## src/rtl/score_ram_reader_pkg.sv

```systemverilog
// Shared definitions for the score RAM read side: record layout, FSM encoding,
// and small record-field helpers.
package score_ram_reader_pkg;

  // Record layout: {score[15:8], player_id[7:0]}
  localparam int unsigned SCORE_MSB = 15;
  localparam int unsigned SCORE_LSB = 8;
  localparam int unsigned ID_MSB    = 7;
  localparam int unsigned ID_LSB    = 0;

  localparam int unsigned SCORE_W = SCORE_MSB - SCORE_LSB + 1;
  localparam int unsigned ID_W    = ID_MSB - ID_LSB + 1;

  // A score of zero marks an unused RAM slot
  localparam logic [SCORE_W-1:0] EMPTY_SCORE = '0;

  typedef enum logic [1:0] {
    StIdle,
    StScan,
    StConv,
    StDone
  } state_e;

  function automatic logic [SCORE_W-1:0] rec_score(input logic [15:0] rec);
    return rec[SCORE_MSB:SCORE_LSB];
  endfunction

  function automatic logic [ID_W-1:0] rec_id(input logic [15:0] rec);
    return rec[ID_MSB:ID_LSB];
  endfunction

endpackage

```

## src/rtl/score_ram_reader_bcd_seq.sv

```systemverilog
// Sequential score-to-BCD converter: saturates the input on load, then peels off
// one ten per cycle. ready_o rises once the remainder is below ten.
module score_bcd_seq
  import score_ram_reader_pkg::*;
#(
  parameter logic [SCORE_W-1:0] MaxScore = 8'd99
) (
  input  logic               clk,
  input  logic               rst,
  input  logic               load_i,
  input  logic [SCORE_W-1:0] score_i,
  output logic               ready_o,
  output logic [3:0]         tens_o,
  output logic [3:0]         ones_o
);

  localparam logic [SCORE_W-1:0] Ten = 8'd10;

  logic               run_q, run_d;
  logic [SCORE_W-1:0] val_q, val_d;
  logic [3:0]         tens_q, tens_d;

  // Conversion state registers
  always_ff @(posedge clk or posedge rst) begin
    if (rst) begin
      run_q  <= 1'b0;
      val_q  <= '0;
      tens_q <= '0;
    end else begin
      run_q  <= run_d;
      val_q  <= val_d;
      tens_q <= tens_d;
    end
  end

  // Load saturates; each running cycle subtracts one ten until the remainder fits a digit
  always_comb begin
    run_d  = run_q;
    val_d  = val_q;
    tens_d = tens_q;
    if (load_i) begin
      run_d  = 1'b1;
      val_d  = (score_i > MaxScore) ? MaxScore : score_i;
      tens_d = '0;
    end else if (run_q) begin
      if (val_q >= Ten) begin
        val_d  = val_q - Ten;
        tens_d = tens_q + 4'd1;
      end else begin
        run_d = 1'b0;
      end
    end
  end

  // Digits are final whenever the remainder is a single digit
  always_comb begin
    ready_o = run_q && (val_q < Ten);
    tens_o  = tens_q;
    ones_o  = val_q[3:0];
  end

endmodule

```

## src/rtl/score_ram_reader.sv

```systemverilog
// Scans the shared score RAM for the highest score and presents the leader's
// ID and BCD score digits. Yields the RAM port whenever the writer holds it.
module score_ram_reader
  import score_ram_reader_pkg::*;
#(
  parameter int unsigned DEPTH     = 32,
  parameter int unsigned ADDR_W    = 5,
  parameter int unsigned DATA_W    = 16,
  parameter int unsigned MAX_SCORE = 99
) (
  input  logic              clk,
  input  logic              rst,
  input  logic              start,
  input  logic              ram_busy,
  output logic [ADDR_W-1:0] ram_addr,
  output logic              ram_rw,
  input  logic [DATA_W-1:0] ram_dout,
  output logic              busy,
  output logic              done,
  output logic              found,
  output logic [7:0]        top_id,
  output logic [3:0]        top_score_tens,
  output logic [3:0]        top_score_ones
);

  // Pointer needs one extra bit so it can reach DEPTH (scan complete)
  localparam int unsigned PTR_W = ADDR_W + 1;
  localparam logic [PTR_W-1:0] PtrEnd = PTR_W'(DEPTH);

  state_e state_q, state_d;

  logic [PTR_W-1:0]   ptr_q, ptr_d;
  logic               pending_q, pending_d;
  logic [SCORE_W-1:0] best_score_q, best_score_d;
  logic [ID_W-1:0]    best_id_q, best_id_d;
  logic               best_valid_q, best_valid_d;
  logic [ADDR_W-1:0]  ram_addr_q, ram_addr_d;

  logic               found_q, found_d;
  logic [7:0]         top_id_q, top_id_d;
  logic [3:0]         tens_q, tens_d;
  logic [3:0]         ones_q, ones_d;

  logic               issue;
  logic               scan_last;
  logic [SCORE_W-1:0] rd_score;
  logic [ID_W-1:0]    rd_id;
  logic               conv_ready;
  logic [SCORE_W-1:0] conv_score;
  logic [3:0]         conv_tens;
  logic [3:0]         conv_ones;

  assign rd_score  = rec_score(ram_dout);
  assign rd_id     = rec_id(ram_dout);
  assign issue     = (state_q == StScan) && !ram_busy && (ptr_q < PtrEnd);
  // Last SCAN cycle: every address issued, the final read is captured this cycle
  assign scan_last = (state_q == StScan) && (ptr_q == PtrEnd);

  // FSM state register
  always_ff @(posedge clk or posedge rst) begin
    if (rst) begin
      state_q <= StIdle;
    end else begin
      state_q <= state_d;
    end
  end

  // FSM next-state logic
  always_comb begin
    state_d = state_q;
    unique case (state_q)
      StIdle: if (start) state_d = StScan;
      StScan: if (scan_last) state_d = StConv;
      StConv: if (conv_ready) state_d = StDone;
      StDone: state_d = StIdle;
      default: state_d = StIdle;
    endcase
  end

  // FSM outputs
  always_comb begin
    busy   = (state_q != StIdle);
    done   = (state_q == StDone);
    ram_rw = 1'b0;
  end

  // Scan and result registers
  always_ff @(posedge clk or posedge rst) begin
    if (rst) begin
      ptr_q        <= '0;
      pending_q    <= 1'b0;
      best_score_q <= '0;
      best_id_q    <= '0;
      best_valid_q <= 1'b0;
      ram_addr_q   <= '0;
      found_q      <= 1'b0;
      top_id_q     <= '0;
      tens_q       <= '0;
      ones_q       <= '0;
    end else begin
      ptr_q        <= ptr_d;
      pending_q    <= pending_d;
      best_score_q <= best_score_d;
      best_id_q    <= best_id_d;
      best_valid_q <= best_valid_d;
      ram_addr_q   <= ram_addr_d;
      found_q      <= found_d;
      top_id_q     <= top_id_d;
      tens_q       <= tens_d;
      ones_q       <= ones_d;
    end
  end

  // Address follows the pointer while scanning and freezes once all reads are out
  always_comb begin
    ram_addr_d = ram_addr_q;
    if ((state_q == StScan) && (ptr_q < PtrEnd)) begin
      ram_addr_d = ptr_q[ADDR_W-1:0];
    end
  end

  assign ram_addr = ram_addr_d;

  // Read issue, data capture and running maximum
  always_comb begin
    ptr_d        = ptr_q;
    pending_d    = pending_q;
    best_score_d = best_score_q;
    best_id_d    = best_id_q;
    best_valid_d = best_valid_q;
    if ((state_q == StIdle) && start) begin
      ptr_d        = '0;
      pending_d    = 1'b0;
      best_score_d = '0;
      best_id_d    = '0;
      best_valid_d = 1'b0;
    end else if (state_q == StScan) begin
      pending_d = issue;
      if (issue) begin
        ptr_d = ptr_q + PTR_W'(1);
      end
      // Strictly greater keeps the lowest address on ties
      if (pending_q && (rd_score != EMPTY_SCORE) && (rd_score > best_score_q)) begin
        best_score_d = rd_score;
        best_id_d    = rd_id;
        best_valid_d = 1'b1;
      end
    end
  end

  // Converter is loaded on the last SCAN cycle with the fully updated maximum
  assign conv_score = best_valid_d ? best_score_d : EMPTY_SCORE;

  score_bcd_seq #(
    .MaxScore (SCORE_W'(MAX_SCORE))
  ) u_bcd (
    .clk     (clk),
    .rst     (rst),
    .load_i  (scan_last),
    .score_i (conv_score),
    .ready_o (conv_ready),
    .tens_o  (conv_tens),
    .ones_o  (conv_ones)
  );

  // Displayed results change only when entering DONE, so they appear alongside done
  always_comb begin
    found_d  = found_q;
    top_id_d = top_id_q;
    tens_d   = tens_q;
    ones_d   = ones_q;
    if ((state_q == StConv) && conv_ready) begin
      found_d  = best_valid_q;
      top_id_d = best_valid_q ? best_id_q : '0;
      tens_d   = conv_tens;
      ones_d   = conv_ones;
    end
  end

  assign found          = found_q;
  assign top_id         = top_id_q;
  assign top_score_tens = tens_q;
  assign top_score_ones = ones_q;

endmodule

```

## config.mk

```make
export PLATFORM = sky130hd
export DESIGN_NAME = score_ram_reader
export DESIGN_NICKNAME = d
export VERILOG_FILES = /design/src/rtl/score_ram_reader_pkg.sv /design/src/rtl/score_ram_reader_bcd_seq.sv /design/src/rtl/score_ram_reader.sv
export SDC_FILE = /design/constraint.sdc
export NUM_CORES = 1
export LEC_CHECK = 0
export ABC_AREA = 1
export BUFFER_PORTS_ARGS = -buffer_cell sky130_fd_sc_hd__buf_2
export CAP_MARGIN = 30
export CELL_PAD_IN_SITES_DETAIL_PLACEMENT = 0
export CELL_PAD_IN_SITES_GLOBAL_PLACEMENT = 2
export CORE_MARGIN = 2
export CORE_UTILIZATION = 35
export CTS_CLUSTER_DIAMETER = 200
export DETAILED_ROUTE_END_ITERATION = 8
export GPL_TIMING_DRIVEN = 0
export PLACE_DENSITY = 0.8
export RECOVER_POWER = 50
export SYNTH_ARGS = -nofsm -noshare
export SYNTH_HDL_FRONTEND = slang
export SYNTH_SLANG_ARGS = --single-unit
```

## constraint.sdc

```tcl
create_clock -name clk -period 2.56 [get_ports clk]
set_input_delay 0.512 -clock clk [delete_from_list [all_inputs] [get_ports clk]]
set_output_delay 0.512 -clock clk [all_outputs]
set_load 0.02 [all_outputs]
```

==> out/qor.txt <==
status = finished clean
Hold Crit Start = ram_dout[0]
reg2reg start = state_q[0]
number of fillers in the final layout = 877
drt initial violations = 95
largest net degree at the start of global routing = 38
Hold/Removal Path Class = input port to flop
initial antenna violation count = 0
minimum clock period = 2.37 ns
CTS tree = yes
htree depth = 3
Max-slew headroom = 34.9%
GR Util met3 = 3.05%
Startpoint Class = flop
total gr overflow = 0
LEAKAGE = 1.84 nW
top cell type's share of synthesized area = 48.2%
fin crit share = 92.5%
leading area contributor after synthesis = dfrtp_1
worst r2r path cells = 10
CTS Sinks = 61
Mean Syn Cell Area = 8.89 sq um
Starting Density = 36.1%
# nets final = 448
arrival time at the worst endpoint = 1.86 ns
Core ar. = 8760 sq um
Clock transition at path regs = 0.08 ns
Worst EP required = 2.05 ns
number of synthesized flops with an enable pin = 0
MaxCap Viol Count = 0
clock root buffer = clkbuf_8
port bufs = 43
first-pass GRT wire length = 11.6 mm
worst-skew pair later-pin latency = 0.34 ns
Worst Tran Pin Value = 0.976 ns
I/O pin cnt = 45
count leader, synth = nand2_1
Commonest cells post-synth = nand2_1 (72), dfrtp_1 (61), inv_1 (47)
Layout area overhead = 17.9%
global-route met1 utilization = 20.1%
synthesized area = 3160 sq um
Int Pwr = 2.01 mW
Hold Slack = 0.384 ns
Clock Power Share = 30.5%
Setup crit end = ram_addr[1]
reg2reg setup slack = 0.47 ns
WL final = 6.57 mm
Achievable Freq = 422 MHz
DRC violations left = 0
Vert. Die Dim = 99.1 microns
dominant cells by area after synthesis = dfrtp_1 (48%), nand2_1 (8.5%), ha_1 (6.7%), inv_1 (5.6%), o21ai_0 (5.2%)
Die ar. = 9820 sq um
post-route ant nets = 0
all-layer global routing usage = 14.9%
synthesized flop and latch total = 61
crit path from = state_q[1]
setup violators final = 0
Pre-antenna DRT Iters = 4
CTS Buf Count = 9
GR peak layer = met2
vias in the first global route = 2433
synth unique cells = 35
Setup crit end kind = output port
layout cell share with drive strength beyond 1 = 22.8%
sequential share of the synthesized area = 48.2%
area of the multi-input gates = 1400 sq um
Total Power = 3.14 mW
Seq pwr share = 38.7%
P_sw = 1.13 mW
CTS max path bufs = 2
Power Density = 841 nW/um^2
Mapped Cells = 356
WS Path Type = flop to output port
Mapped Nets = 393
Detailed Place HPWL = 4.87 mm
Post-synth ARST share = 100%
Antenna Cells = 0
Crit Reg-Reg Endpoint = u_bcd.val_q[2]
Via density = 4.60
DR vias = 2412
switching part of the total = 36.0%
Peak VDD IR = 0.000435 V
Sequential cell area = 1530 sq um
Die X = 99.1 microns
Final Hold Viols = 0
synth warn = 0
CTS Hold Buffers Added = 0
met2 usage = 22.9%
Comb pwr share = 30.8%
Layout Skew = 0.00706 ns
Synth Flop Type = dfrtp_1
RSZ-0062 raised after global routing = no
wire per inst = 12.5 microns
GP Congestion = 0.723
crit path max fanout = 10
fin. max-slew vios = 0
Std-Cell Rows = 34
[critical path, cell delays in order (launching register included)]
cell     delay, ns
dfrtp_1       0.40
inv_1         0.13
ha_2          0.22
inv_2         0.06
nor2_1        0.16
inv_2         0.12
o21ai_0       0.22
buf_2         0.20
[through the flow]
| stage | TNS (ns) | instances | setup slack, ns | util (%) | area [sq um] |
|---|---|---|---|---|---|
| after floorplan | 0 | 356 | 0.535 | - | 3160 |
| after global routing | 0 | 524 | 0.00730 | 42.6 | 3730 |
| after detailed placement | 0 | 508 | 0.235 | 40.3 | 3530 |
| after global placement | -21.64 | 507 | -0.356 | 40.1 | 3510 |
| final | 0 | 524 | 0.193 | 42.6 | 3730 |
| after CTS | 0 | 524 | 0.131 | 42.9 | 3760 |
[cell type report]
type | instances | share of cell area (%)
clock inverter | 7 | 2.65
multi-input combinational | 235 | 37.6
buffer | 5 | 0.805
inverter | 55 | 5.53
timing repair buffer | 44 | 5.53
clock buffer | 9 | 3.32
tap | 108 | 3.62
sequential | 61 | 40.9
[worst min path at each step]
stage / endpoint / slack, ns / cells past startpoint
2_1_floorplan: top_score_ones[0] / 0.44 / 2
3_3_place_gp: ram_addr_q[2] / 0.45 / 2
3_5_place_dp: ram_addr_q[2] / 0.45 / 2
4_1_cts: best_score_q[2] / 0.23 / 2
5_1_grt: best_id_q[0] / 0.38 / 3
6_report: best_id_q[0] / 0.38 / 3
[cell families after synthesis]
| family | share of synthesized area, % |
|---|---|
| XOR/XNOR | 0.831 |
| other | 0.119 |
| AO/OA/AOI/OAI | 12.0 |
| adder cells (fa/ha/maj) | 6.72 |
| buffers and inverters | 7.47 |
| AND/OR/NAND/NOR | 24.6 |
| flip-flops | 48.2 |
[placed cells by master, fill, tap and decap left out, types with 2 or more instances in the layout]
cell / n
nor2_8: 2
clkbuf_1: 14
o21ai_0: 31
inv_2: 8
a21oi_1: 11
bufinv_16: 2
buf_2: 32
nor2_1: 21
nor2_2: 6
nand2_2: 7
nand2_4: 4
ha_1: 16
xor2_1: 2
clkbuf_8: 9
nor2_4: 3
dfrtp_1: 61
o21ai_2: 2
nor3_1: 2
nand3_2: 6
nand3_1: 20
inv_1: 47
o21ai_4: 2
nand4_1: 5
clkinv_4: 2
nand2_1: 72
o21ai_1: 11
[per-layer routing]
| layer | up-vias | wire [microns] | share of wire, % |
|---|---|---|---|
| li1 | 1252 | - | - |
| met1 | 1108 | 3310 | 50 |
| met2 | 42 | 2860 | 44 |
| met3 | 10 | 289 | 4.4 |
| met4 | 0 | 112 | 1.7 |
| met5 | - | 0 | 0 |
[power groups by stage]
stage	Sequential (mW)	Clock [mW]	Combinational, mW
after floorplan	1.21	0	0.757
after global placement	1.23	0	0.958
after detailed placement	1.23	0	0.979
after CTS	1.22	0.996	0.985
after global routing	1.24	1.04	1.11
final	1.21	0.957	0.967
[state kept, by name (all words and copies together) (netlist names)]
| register | cells |
|---|---|
| ram_addr_q | 5 |
| top_id | 8 |
| state_q | 2 |
| best_id_q | 8 |
| top_score_tens | 4 |
| best_valid_q | 1 |
| u_bcd.tens_o | 4 |
| u_bcd.run_q | 1 |
| ptr_q | 6 |
| u_bcd.val_q | 8 |
| top_score_ones | 4 |
| found | 1 |
| best_score_q | 8 |
| pending_q | 1 |
[timing repair]
item / in CTS / in global routing
buffers inserted: 0 / 0
endpoints found under the setup margin: 0 / 4
resized for setup: 0 / 3
(Power assumes the default switching activity.)
